<file path="src/rtl/fifo_wr_arbiter.sv">
// fifo_wr_arbiter: round-robin, burst-locking arbiter for the write port of a
// dual-clock FIFO. It lives in the FIFO write-clock domain. While a grant is
// held it forwards the granted requester's beats and throttles them against
// fifo_full_i.
//
// Handshake: a beat moves when the granted requester's req_valid_i is high and
// fifo_full_i is low. In that cycle req_ready_o[g] and fifo_wr_en_o are both
// high. The requester must hold valid/data/last stable until it sees ready.
//
// Optional feature, enabled by defining FIFO_WR_ARB_STALL_CNT_EN: a saturating
// 16-bit counter of cycles where the granted requester is blocked by a full
// FIFO. It adds the ports stall_clr_i and stall_cnt_o.
module fifo_wr_arbiter #(
    parameter int NUM_REQ    = 4,
    parameter int DATA_WIDTH = 16,
    parameter int MAX_BURST  = 8
) (
    input  logic                          clk_i,
    input  logic                          rst_ni,
    input  logic [NUM_REQ-1:0]            req_valid_i,
    input  logic [NUM_REQ*DATA_WIDTH-1:0] req_data_i,
    input  logic [NUM_REQ-1:0]            req_last_i,
    output logic [NUM_REQ-1:0]            req_ready_o,
    input  logic                          fifo_full_i,
`ifdef FIFO_WR_ARB_STALL_CNT_EN
    input  logic                          stall_clr_i,
    output logic [15:0]                   stall_cnt_o,
`endif
    output logic                          fifo_wr_en_o,
    output logic [DATA_WIDTH-1:0]         fifo_wr_data_o,
    output logic [NUM_REQ-1:0]            grant_o,
    output logic                          busy_o
);

    localparam int IW  = (NUM_REQ > 1) ? $clog2(NUM_REQ) : 1;
    localparam int IW1 = IW + 1;
    localparam int CW  = $clog2(MAX_BURST + 1);

    typedef enum logic {
        IDLE  = 1'b0,
        BURST = 1'b1
    } state_e;

    state_e               state_q, state_d;
    logic [NUM_REQ-1:0]   grant_q, grant_d;
    logic [IW-1:0]        gidx_q, gidx_d;
    logic [IW-1:0]        rr_ptr_q, rr_ptr_d;
    logic [CW-1:0]        cnt_q, cnt_d;

    logic                  pick_found;
    logic [IW-1:0]         pick_idx;
    logic [IW1-1:0]        cand;
    logic                  sel_valid;
    logic                  sel_last;
    logic [DATA_WIDTH-1:0] sel_data;
    logic                  in_burst;
    logic                  accept;
    logic                  release_now;

    // Round-robin pick: first valid requester searching upward from rr_ptr_q
    // with wrap. Depends only on registered pointer and valids, never on full.
    always_comb begin
        pick_found = 1'b0;
        pick_idx   = '0;
        cand       = '0;
        for (int i = 0; i < NUM_REQ; i++) begin
            cand = {1'b0, rr_ptr_q} + IW1'(i);
            if (cand >= IW1'(NUM_REQ)) begin
                cand = cand - IW1'(NUM_REQ);
            end
            if (!pick_found && req_valid_i[cand[IW-1:0]]) begin
                pick_found = 1'b1;
                pick_idx   = cand[IW-1:0];
            end
        end
    end

    // Beat path for the granted requester: accept, release and output muxing.
    always_comb begin
        in_burst    = (state_q == BURST);
        sel_valid   = req_valid_i[gidx_q];
        sel_last    = req_last_i[gidx_q];
        sel_data    = req_data_i[int'(gidx_q)*DATA_WIDTH +: DATA_WIDTH];
        accept      = in_burst & sel_valid & ~fifo_full_i;
        // A full stall (valid high, full high) never releases; only an
        // accepted last/maximum beat or an idle requester on a non-full FIFO.
        release_now = in_burst &
                      ((accept & (sel_last | (cnt_q == CW'(MAX_BURST - 1)))) |
                       (~sel_valid & ~fifo_full_i));

        fifo_wr_en_o   = accept;
        req_ready_o    = accept ? grant_q : '0;
        fifo_wr_data_o = in_burst ? sel_data : '0;
        grant_o        = grant_q;
        busy_o         = in_burst;
    end

    // Next-state logic for the IDLE/BURST controller.
    always_comb begin
        state_d  = state_q;
        grant_d  = grant_q;
        gidx_d   = gidx_q;
        rr_ptr_d = rr_ptr_q;
        cnt_d    = cnt_q;
        case (state_q)
            IDLE: begin
                if (pick_found) begin
                    state_d           = BURST;
                    grant_d           = '0;
                    grant_d[pick_idx] = 1'b1;
                    gidx_d            = pick_idx;
                    cnt_d             = '0;
                end
            end
            BURST: begin
                if (accept) begin
                    cnt_d = cnt_q + 1'b1;
                end
                if (release_now) begin
                    state_d  = IDLE;
                    grant_d  = '0;
                    rr_ptr_d = (gidx_q == IW'(NUM_REQ - 1)) ? '0 : gidx_q + 1'b1;
                end
            end
            default: begin
                state_d = IDLE;
                grant_d = '0;
            end
        endcase
    end

    // Controller state register with synchronous active-low reset.
    always_ff @(posedge clk_i) begin
        if (!rst_ni) begin
            state_q  <= IDLE;
            grant_q  <= '0;
            gidx_q   <= '0;
            rr_ptr_q <= '0;
            cnt_q    <= '0;
        end else begin
            state_q  <= state_d;
            grant_q  <= grant_d;
            gidx_q   <= gidx_d;
            rr_ptr_q <= rr_ptr_d;
            cnt_q    <= cnt_d;
        end
    end

`ifdef FIFO_WR_ARB_STALL_CNT_EN
    logic [15:0] stall_cnt_q;

    // Saturating count of cycles where the granted requester is blocked by full.
    always_ff @(posedge clk_i) begin
        if (!rst_ni) begin
            stall_cnt_q <= '0;
        end else if (stall_clr_i) begin
            stall_cnt_q <= '0;
        end else if (in_burst && sel_valid && fifo_full_i && (stall_cnt_q != 16'hFFFF)) begin
            stall_cnt_q <= stall_cnt_q + 16'd1;
        end
    end

    assign stall_cnt_o = stall_cnt_q;
`endif

endmodule

</file>
<file path="config.mk">
export PLATFORM = sky130hd
export DESIGN_NAME = fifo_wr_arbiter
export DESIGN_NICKNAME = d
export VERILOG_FILES = /design/src/rtl/fifo_wr_arbiter.sv
export SDC_FILE = /design/constraint.sdc
export NUM_CORES = 1
export LEC_CHECK = 0
export CAP_MARGIN = 20
export CORE_ASPECT_RATIO = 0.6
export CORE_UTILIZATION = 36
export DETAILED_ROUTE_END_ITERATION = 8
export PLACE_DENSITY = 0.87
export SLEW_MARGIN = 5
export SYNTH_ARGS = -nofsm -noshare
export SYNTH_HDL_FRONTEND = slang
export SYNTH_SLANG_ARGS = --single-unit
</file>
<file path="constraint.sdc">
create_clock -name clk_i -period 5.5 [get_ports clk_i]
set_clock_uncertainty 0.1 [all_clocks]
set_input_delay 0.825 -clock clk_i [delete_from_list [all_inputs] [get_ports clk_i]]
set_output_delay 0.825 -clock clk_i [all_outputs]
set_load 0.02 [all_outputs]
</file>
==> metrics.md <==
| Metric | Value |
|---|---|
| Outcome | `finished clean` |
| P_sw | `0.000103 W` |
| Final ANT Viol Nets | `0` |
| Number of synthesized register bits | `13` |
| Placed insts | `264` |
| Die Wd | `78.3 um` |
| Synthesized Nets | `204` |
| Sw Ratio | `29.0%` |
| Clk buf depth | `2` |
| WS Path Type | `input port to primary output` |
| # rows | `16` |
| Comb pwr share | `45.1%` |
| Global Route Usage Sum | `21.5%` |
| First-pass iteration count of the detailed router | `4` |
| Post-CTS Setup Bufs | `0` |
| Die ar. | `3740 um2` |
| Arrival @ worst endpoint | `2950 ps` |
| Grt ovf | `0` |
| Hold WC Path Type | `register to register` |
| DRT Wirelength | `3850 um` |
| Pre-CTS WS | `1620 ps` |
| P_int | `0.000253 W` |
| Cts bufs inserted | `3` |
| P_leak | `0.832 nW` |
| Final Cycle Share | `70.5%` |
| Via/cell ratio | `5.16` |
| CTS clk-pin slew, worst paths | `60 ps` |
| Post-Route Setup TNS | `0 ps` |
| TritonCTS clock tree | `built` |
| Syn Area/Cell | `9.91 um2` |
| Critical Path Sink Type | `primary output` |
| Ant diodes | `0` |
| Synth unique cells | `35` |
| CTS Hold Buffers Added | `0` |
| Die height | `47.8 um` |
| FFs w/ async S/R, synth | `0%` |
| VDD IR max | `0.0852 mV` |
| Setup violators final | `0` |
| Vias in the first global route | `1280` |
| Max-cap violation count | `0` |
| Max_slew headroom | `43.8%` |
| Final worst setup slack | `1620 ps` |
| Synth warnings | `0` |
| Largest fanout on the critical path | `10` |
| Share of layout cells above drive strength 1 | `10.8%` |
| Initial core utilization | `38.1%` |
| Total power per unit cell area | `154 nW/um2` |
| Largest net degree at the start of global routing | `24` |
| Boundary Pins | `101` |
| CTS root buffer | `clkbuf_8` |
| Core ar. | `3300 um2` |
| Startpoint types | `input port` |
| Via count | `1382` |
| Post-route insts no fill | `268` |
| Initial antenna violation count | `0` |
| Post-synthesis sequential area ratio | `20.7%` |
| Leading cell type in the layout, fill and taps excluded | `clkdlybuf4s50_1` |
| DR iter-0 viols | `73` |
| DP HPWL | `3110 um` |
| Avg WL per Cell | `14.4 um` |
| Slew Viols, Final | `0` |
| Area grow syn2layout | `84.6%` |
| Mapped Cells | `127` |
| Post-Syn Area | `1260 um2` |
| # DRC | `0` |
| Register share of total power | `30.2%` |
| Power, Total | `0.000357 W` |
| Worst slew pin tran | `842 ps` |
| First-pass GRT wire length | `5920 um` |
| Nets@finish | `301` |
| CTS sink count | `13` |
| Ys flop type | `dfxtp_1` |
| Worst-skew pair later-pin latency | `250 ps` |
| Most frequent cells in the layout | `clkdlybuf4s50_1, and2_1, mux4_2` |
| Max Fclk | `0.258 GHz` |
| Port buffer count | `100` |
| RD Place Congestion | `0.798` |
| RSZ-0062 raised after global routing | `no` |
| Final hold violation count | `0` |
| Final Critical Period | `3880 ps` |
| Clock network fraction of total power | `24.7%` |
| # resized after CTS | `0` |
| EDFF count, synth | `0` |
| Worst EP required | `4580 ps` |
| H-tree levels | `1` |
==> cells in the mapped netlist, drive strengths merged, types with 2 or more instances <==
cell     number  share of area (%)
nand2        10                3.0
nor2b         3                1.5
a22oi         2                1.2
nand2b        4                2.0
mux4         18                 33
mux2i         2                1.6
nand3         2               0.80
a21boi        2                1.2
dfxtp        13                 21
o21a          2                1.2
ha            2                2.0
and2         24                 12
buf           6                2.8
o21ai         7                2.8
xor2          2                1.4
inv           5                1.5
clkbuf        3               0.89
nor2          6                1.8
o2bb2ai       2                1.4
==> path summary, 6_finish.rpt <==
kind                       start        endpoint  slack (ps)  depth (start not counted)
setup / recovery  req_valid_i[1]  req_ready_o[0]        1620                          5
hold / removal       rr_ptr_q[0]     rr_ptr_q[0]         380                          2
setup reg to reg       gidx_q[1]        cnt_q[3]        3330                          5
hold reg to reg      rr_ptr_q[0]     rr_ptr_q[0]         380                          2
==> sequential cells by signal, indices dropped and copies added, names as in the netlist <==
signal,flops
cnt_q,4
busy_o,1
rr_ptr_q,2
gidx_q,2
grant_o,4
==> power by group through the flow <==
stage | Combinational [W] | Sequential, W | Clock, W
3_3_place_gp | 0.000159 | 0.000110 | 0
2_1_floorplan | 0.0000770 | 0.000106 | 0
3_5_place_dp | 0.000161 | 0.000110 | 0
6_report | 0.000161 | 0.000108 | 0.0000883
4_1_cts | 0.000162 | 0.000108 | 0.0000889
5_1_grt | 0.000173 | 0.000109 | 0.0000948
==> cell type report <==
cell class	instances	area [um2]
Clock buffer	3	41.3
Clock inverter	1	5.00
Fill cell	274	980
Inverter	5	18.8
Multi-Input combinational cell	100	933
Sequential cell	13	260
Tap cell	45	56.3
Timing Repair Buffer	101	1010
==> through the flow <==
stage                     utilization (%)  cell area (um2)  hold WS, ps
after floorplan                         -             1260          342
after global placement               68.9             2280          362
after detailed placement             68.9             2280          368
after CTS                            70.3             2320          377
after global routing                 70.3             2320          411
final                                70.3             2320          377
==> per-layer routing <==
metal | global-route usage, % | vias up | part of all wire, %
met2 | 38.4 | 72 | 46
met4 | 5.19 | 0 | 0.99
met1 | 26.5 | 641 | 43
met5 | 0 | - | 0
met3 | 6.86 | 7 | 9.8
li1 | - | 662 | -
==> critical path, stage by stage <==
cell and delay, ps:
clkdlybuf4s50_1 520, mux4_1 560, and3_1 310, and2_1 200
clkdlybuf4s50_1 530
==> kinds of logic (layout without fill, tap and decap cells) <==
kind of cell / Yosys count / in the layout / share of synthesized area, %
simple gates: 55 / 55 / 24.1
compound gates: 21 / 21 / 12.6
mux: 20 / 20 / 34.1
buf+inv: 14 / 110 / 5.17
flops: 13 / 13 / 20.7
fa+ha+maj: 2 / 2 / 1.99
xor+xnor: 2 / 2 / 1.39
Note: power is estimated with default switching activity, not from simulation.
